File: config.mk
export PLATFORM = sky130hd
export DESIGN_NAME = mdu_sched
export DESIGN_NICKNAME = d
export VERILOG_FILES = /design/src/rtl/mdu_sched.sv
export SDC_FILE = /design/constraint.sdc
export NUM_CORES = 1
export LEC_CHECK = 0
export BUFFER_PORTS_ARGS = -buffer_cell sky130_fd_sc_hd__buf_2
export CORE_AREA = 8 8 148 150
export CTS_BUF_LIST = sky130_fd_sc_hd__clkbuf_8
export DETAILED_ROUTE_END_ITERATION = 7
export DIE_AREA = 0 0 156 158
export GPL_TIMING_DRIVEN = 1
export PLACE_DENSITY = 0.74
export SLEW_MARGIN = 20
export SYNTH_ARGS = -nofsm -noshare
export SYNTH_HDL_FRONTEND = slang
export SYNTH_SLANG_ARGS = --single-unit
File: constraint.sdc
create_clock -name clk_i -period 2.2 [get_ports clk_i]
set_clock_uncertainty 0.15 [all_clocks]
set_input_delay 0.55 -clock clk_i [delete_from_list [all_inputs] [get_ports clk_i]]
set_output_delay 0.55 -clock clk_i [all_outputs]
set_load 0.005 [all_outputs]
File: src/rtl/mdu_sched.sv
// mdu_sched: sequences MULT/MULTU/DIV/DIVU through an external pipelined multiplier and an iterative divider
module mdu_sched #(
  parameter int MUL_LAT = 2
) (
  input  logic        clk_i,
  input  logic        rst_i,
  input  logic        start_i,
  input  logic [1:0]  op_i,
  input  logic [31:0] reg1_i,
  input  logic [31:0] reg2_i,
  input  logic        flush_i,
  output logic        mul_valid_o,
  output logic        mul_signed_o,
  output logic [31:0] mul_a_o,
  output logic [31:0] mul_b_o,
  input  logic [63:0] mul_result_i,
  output logic        div_start_o,
  output logic        div_annul_o,
  output logic        div_signed_o,
  output logic [31:0] div_a_o,
  output logic [31:0] div_b_o,
  input  logic        div_ready_i,
  input  logic [63:0] div_result_i,
  output logic        stall_o,
  output logic        busy_o,
  output logic        done_o,
  output logic [63:0] hilo_o
);
  typedef enum logic [1:0] {IDLE, MUL_WAIT, DIV_WAIT, DONE} state_t;
  state_t      state;
  logic [3:0]  cnt;
  logic [63:0] res;
  logic [31:0] a, b;
  logic        sgn;
  always_ff @(posedge clk_i) begin
    if (rst_i) begin
      state <= IDLE;
      cnt   <= '0;
      res   <= '0;
      a     <= '0;
      b     <= '0;
      sgn   <= 1'b0;
    end else if (flush_i) begin
      state <= IDLE;
      cnt   <= '0;
    end else begin
      case (state)
        IDLE: if (start_i) begin
          a   <= reg1_i;
          b   <= reg2_i;
          sgn <= ~op_i[0];
          if (!op_i[1]) begin
            state <= MUL_WAIT;
            cnt   <= 4'(MUL_LAT);
          end else if (reg2_i != '0) begin
            state <= DIV_WAIT;
          end else begin
            state <= DONE;
            res   <= '0;
          end
        end
        MUL_WAIT: if (cnt == '0) begin
          res   <= mul_result_i;
          state <= DONE;
        end else begin
          cnt <= cnt - 4'd1;
        end
        DIV_WAIT: if (div_ready_i) begin
          res   <= div_result_i;
          state <= DONE;
        end
        default: state <= IDLE;
      endcase
    end
  end
  // the counter only holds MUL_LAT during the first MUL_WAIT cycle
  assign mul_valid_o  = (state == MUL_WAIT) && (cnt == 4'(MUL_LAT));
  assign mul_signed_o = sgn;
  assign mul_a_o      = a;
  assign mul_b_o      = b;
  assign div_start_o  = state == DIV_WAIT;
  assign div_annul_o  = (state == DIV_WAIT) && flush_i && !rst_i;
  assign div_signed_o = sgn;
  assign div_a_o      = a;
  assign div_b_o      = b;
  assign stall_o      = !flush_i && (((state == IDLE) && start_i) || state == MUL_WAIT || state == DIV_WAIT);
  assign busy_o       = state != IDLE;
  assign done_o       = (state == DONE) && !flush_i;
  assign hilo_o       = done_o ? res : '0;
endmodule

==> impl_results.md <==
- Final period util: 115.3%
- Hold path startpoint: op_i[0]
- Slew Limit Fails: 0
- Total number of vias: 6555
- GP Congestion: 0.7932
- DR WL/cell: 18.48 um
- Final Hold Viols: 0
- Post-synth ARST share: 0%
- Fraction of layout cells with a size suffix above 1: 58.54%
- Max Fanout on Critical Path: 7
- Minimum clock period: 2.536 ns
- Pleak: 0.004577 uW
- Final Worst Setup Slack: -0.3359 ns
- Hold Worst Slack: 0.1433 ns
- Count of final setup violators: 132
- Total wire length: 25220 um
- Most frequent cells in the layout: buf_2, nand2_1, dfxtp_1
- CP Data Required Time: 2.37 ns
- Mapped Area: 0.006576 sq mm
- Starting Density: 33.36%
- Seq/Total Area, Yosys: 41.10%
- Status: finished with violations
- Cell area after layout: 0.01019 sq mm
- Die height: 158 um
- Crit path max-delay family: buffers and inverters
- Number of diodes: 0
- Initial antenna violation count: 1
- Headroom to the max-slew limit: 52.87%
- # IOs: 399
- H-tree depth: 4
- CP startpoint kind: register
- DR vias/cell: 4.802
- Sw Pwr: 1609 uW
- Fill count: 1829
- Worst path max stage delay: 0.38 ns
- CP arrival: 2.70 ns
- Syn. warnings: 0
- Post-route ant nets: 0
- Maximum VDD drop: 0.4121 mV
- # rows: 52
- Setup repair after global routing missed its margin: true
- Total CTS buffers: 17
- Count of cell types in the netlist: 41
- Setup crit start: cnt[1]
- Clock Latency Late Sink: 0.43 ns
- Core area: 0.01971 sq mm
- Syn nets: 921
- Total GRT Usage: 18.91%
- First-pass GRT wire length: 36400 um
- Clk pwr share: 40.2%
- Die area: 0.02465 sq mm
- Max Buffers Root-to-Sink: 2
- Seq cells post-synth: 135
- DRC: 0
- P_int: 4476 uW
- PwrDens: 597.3 mW/mm^2
- Vias in the first global route: 6791
- Count of maximum capacitance violations: 0
- Share of power burned in registers: 42.3%
- Clk sink count: 135
- Slew @ Worst Pin: 0.7070 ns
- Fmax: 0.3943 GHz
- CP Capture Type: register
- Syn Inst Count: 714
- Bufs and invs on worst path: 5
- CP max-delay cell: or3b_4
- Root Driver: clkbuf_8
- CTS tree: done
- Router iterations before antenna repair: 4
- R2r startpoint: cnt[1]
- Largest net degree at the start of global routing: 67
- Final Util: 51.68%
- Clock transition at path regs: 0.08 ns
- Worst path cell trace: inv_2, ha_4, or3b_4, a222oi_1, buf_4, buf_6, nor2b_4, o21ai_4, buf_12, buf_16, o2bb2ai_2
- Gr ovfl total: 0
- Critical path class: reg2reg
- Combinational share of power: 17.5%
- Switching Share: 26.44%
- Synthesized area per cell: 9.211 sq um
- Commonest non-fill, non-tap cell in the layout: buf_2
- DP HPWL: 17440 um
- Post-CTS Hold Fix Bufs: 0
- Total power: 6085 uW
- Die Wd: 156 um
- # port buffers: 398
- Failing checks: setup timing
- Synth-to-Final Area Change: 54.91%
- Initial DRC Count: 292
- Post-route setup TNS: -30.96 ns
- Most used DFF post-synth: dfxtp_1
- Final nets: 1292
- Placed cell area: 0.008637 sq mm
- Worst hold-check path type: in2reg
- Post-synth EDFFs: 0
## final timing paths
kind	slack (ns)	depth (start not counted)	to
hold / removal	0.14	2	div_signed_o
setup reg to reg	-0.34	11	res[28]
hold reg to reg	0.31	1	res[21]
setup / recovery	-0.34	11	res[28]
## cell usage after synthesis, drive strengths merged (2+ instances only)
library cell,number,share of area [%]
a21oi,67,5.1
a22oi,64,7.3
and2,64,6.1
buf,80,9.1
clkbuf,42,2.4
dfxtp,135,41
ha,8,1.5
inv,9,0.51
nand2,133,7.6
nand3b,2,0.23
nand4,2,0.19
nor2,10,0.57
nor2b,2,0.19
nor3,2,0.15
nor4,8,0.76
o21ai,3,0.29
o2bb2ai,64,14
or2,2,0.19
xor2,2,0.27
## power groups by stage
stage	combinational (uW)	clock, uW	sequential (uW)
2_1_floorplan	492	0	2630
3_3_place_gp	910	0	2630
3_5_place_dp	921	0	2630
4_1_cts	1030	2520	2570
5_1_grt	1160	2590	2580
6_report	1070	2450	2570
## kinds of logic (layout without fill, tap and decap cells)
family | after synthesis | in the layout | share of synthesized area (%)
compound gates | 206 | 207 | 27.97
xor+xnor | 3 | 3 | 0.3996
fa+ha+maj | 8 | 8 | 1.522
buf+inv | 131 | 511 | 11.99
flops | 135 | 135 | 41.10
mux | 1 | 1 | 0.1522
simple gates | 230 | 230 | 16.88
## area by class of cell
cell class | count | area, sq um | area share [%]
flip-flops and latches | 135 | 2710 | 26.60
inverters | 9 | 41.29 | 0.4053
repair buffers | 473 | 3169 | 31.11
multi-input cells | 449 | 3466 | 34.02
clock inverters | 12 | 229.0 | 2.248
well taps | 270 | 337.8 | 3.316
clock buffers | 17 | 234.0 | 2.297
## through the flow
step                setup WS, ns  std cells
floorplan                -0.1614        714
global placement         -0.3109       1312
detailed placement       -0.2995       1312
CTS                      -0.3510       1362
global route             -0.3943       1365
finish                   -0.3359       1365
## repair_timing
action                                  4_1_cts  5_1_grt
gates resized for setup                     113       42
cloned                                        9        1
pin swaps                                    39       31
buffers inserted                             12        6
endpoints found under the setup margin      133      135
## registers in the layout, indices dropped and copies added (netlist names)
register / cells
cnt: 4
div_a_o: 32
div_b_o: 32
div_signed_o: 1
res: 64
state: 2
## worst register-to-register path, delay by kind of cell (launching register included)
kind / cells / cell delay (ns)
AOI/OAI and AO/OA: 3 / 0.59
adders and majority gates: 1 / 0.12
and+or+nand+nor: 2 / 0.57
DFF: 1 / 0.33
buffers and inverters: 5 / 0.67
## routing by layer
metal / routed length (um) / track usage (%) / vias up
met3: 2453 / 7.398 / 21
li1: - / - / 3167
met1: 9172 / 19.18 / 3077
met2: 13260 / 35.36 / 288
met5: 10 / 0 / -
met4: 322 / 5.129 / 2
Note: power is estimated with default switching activity, not from simulation.
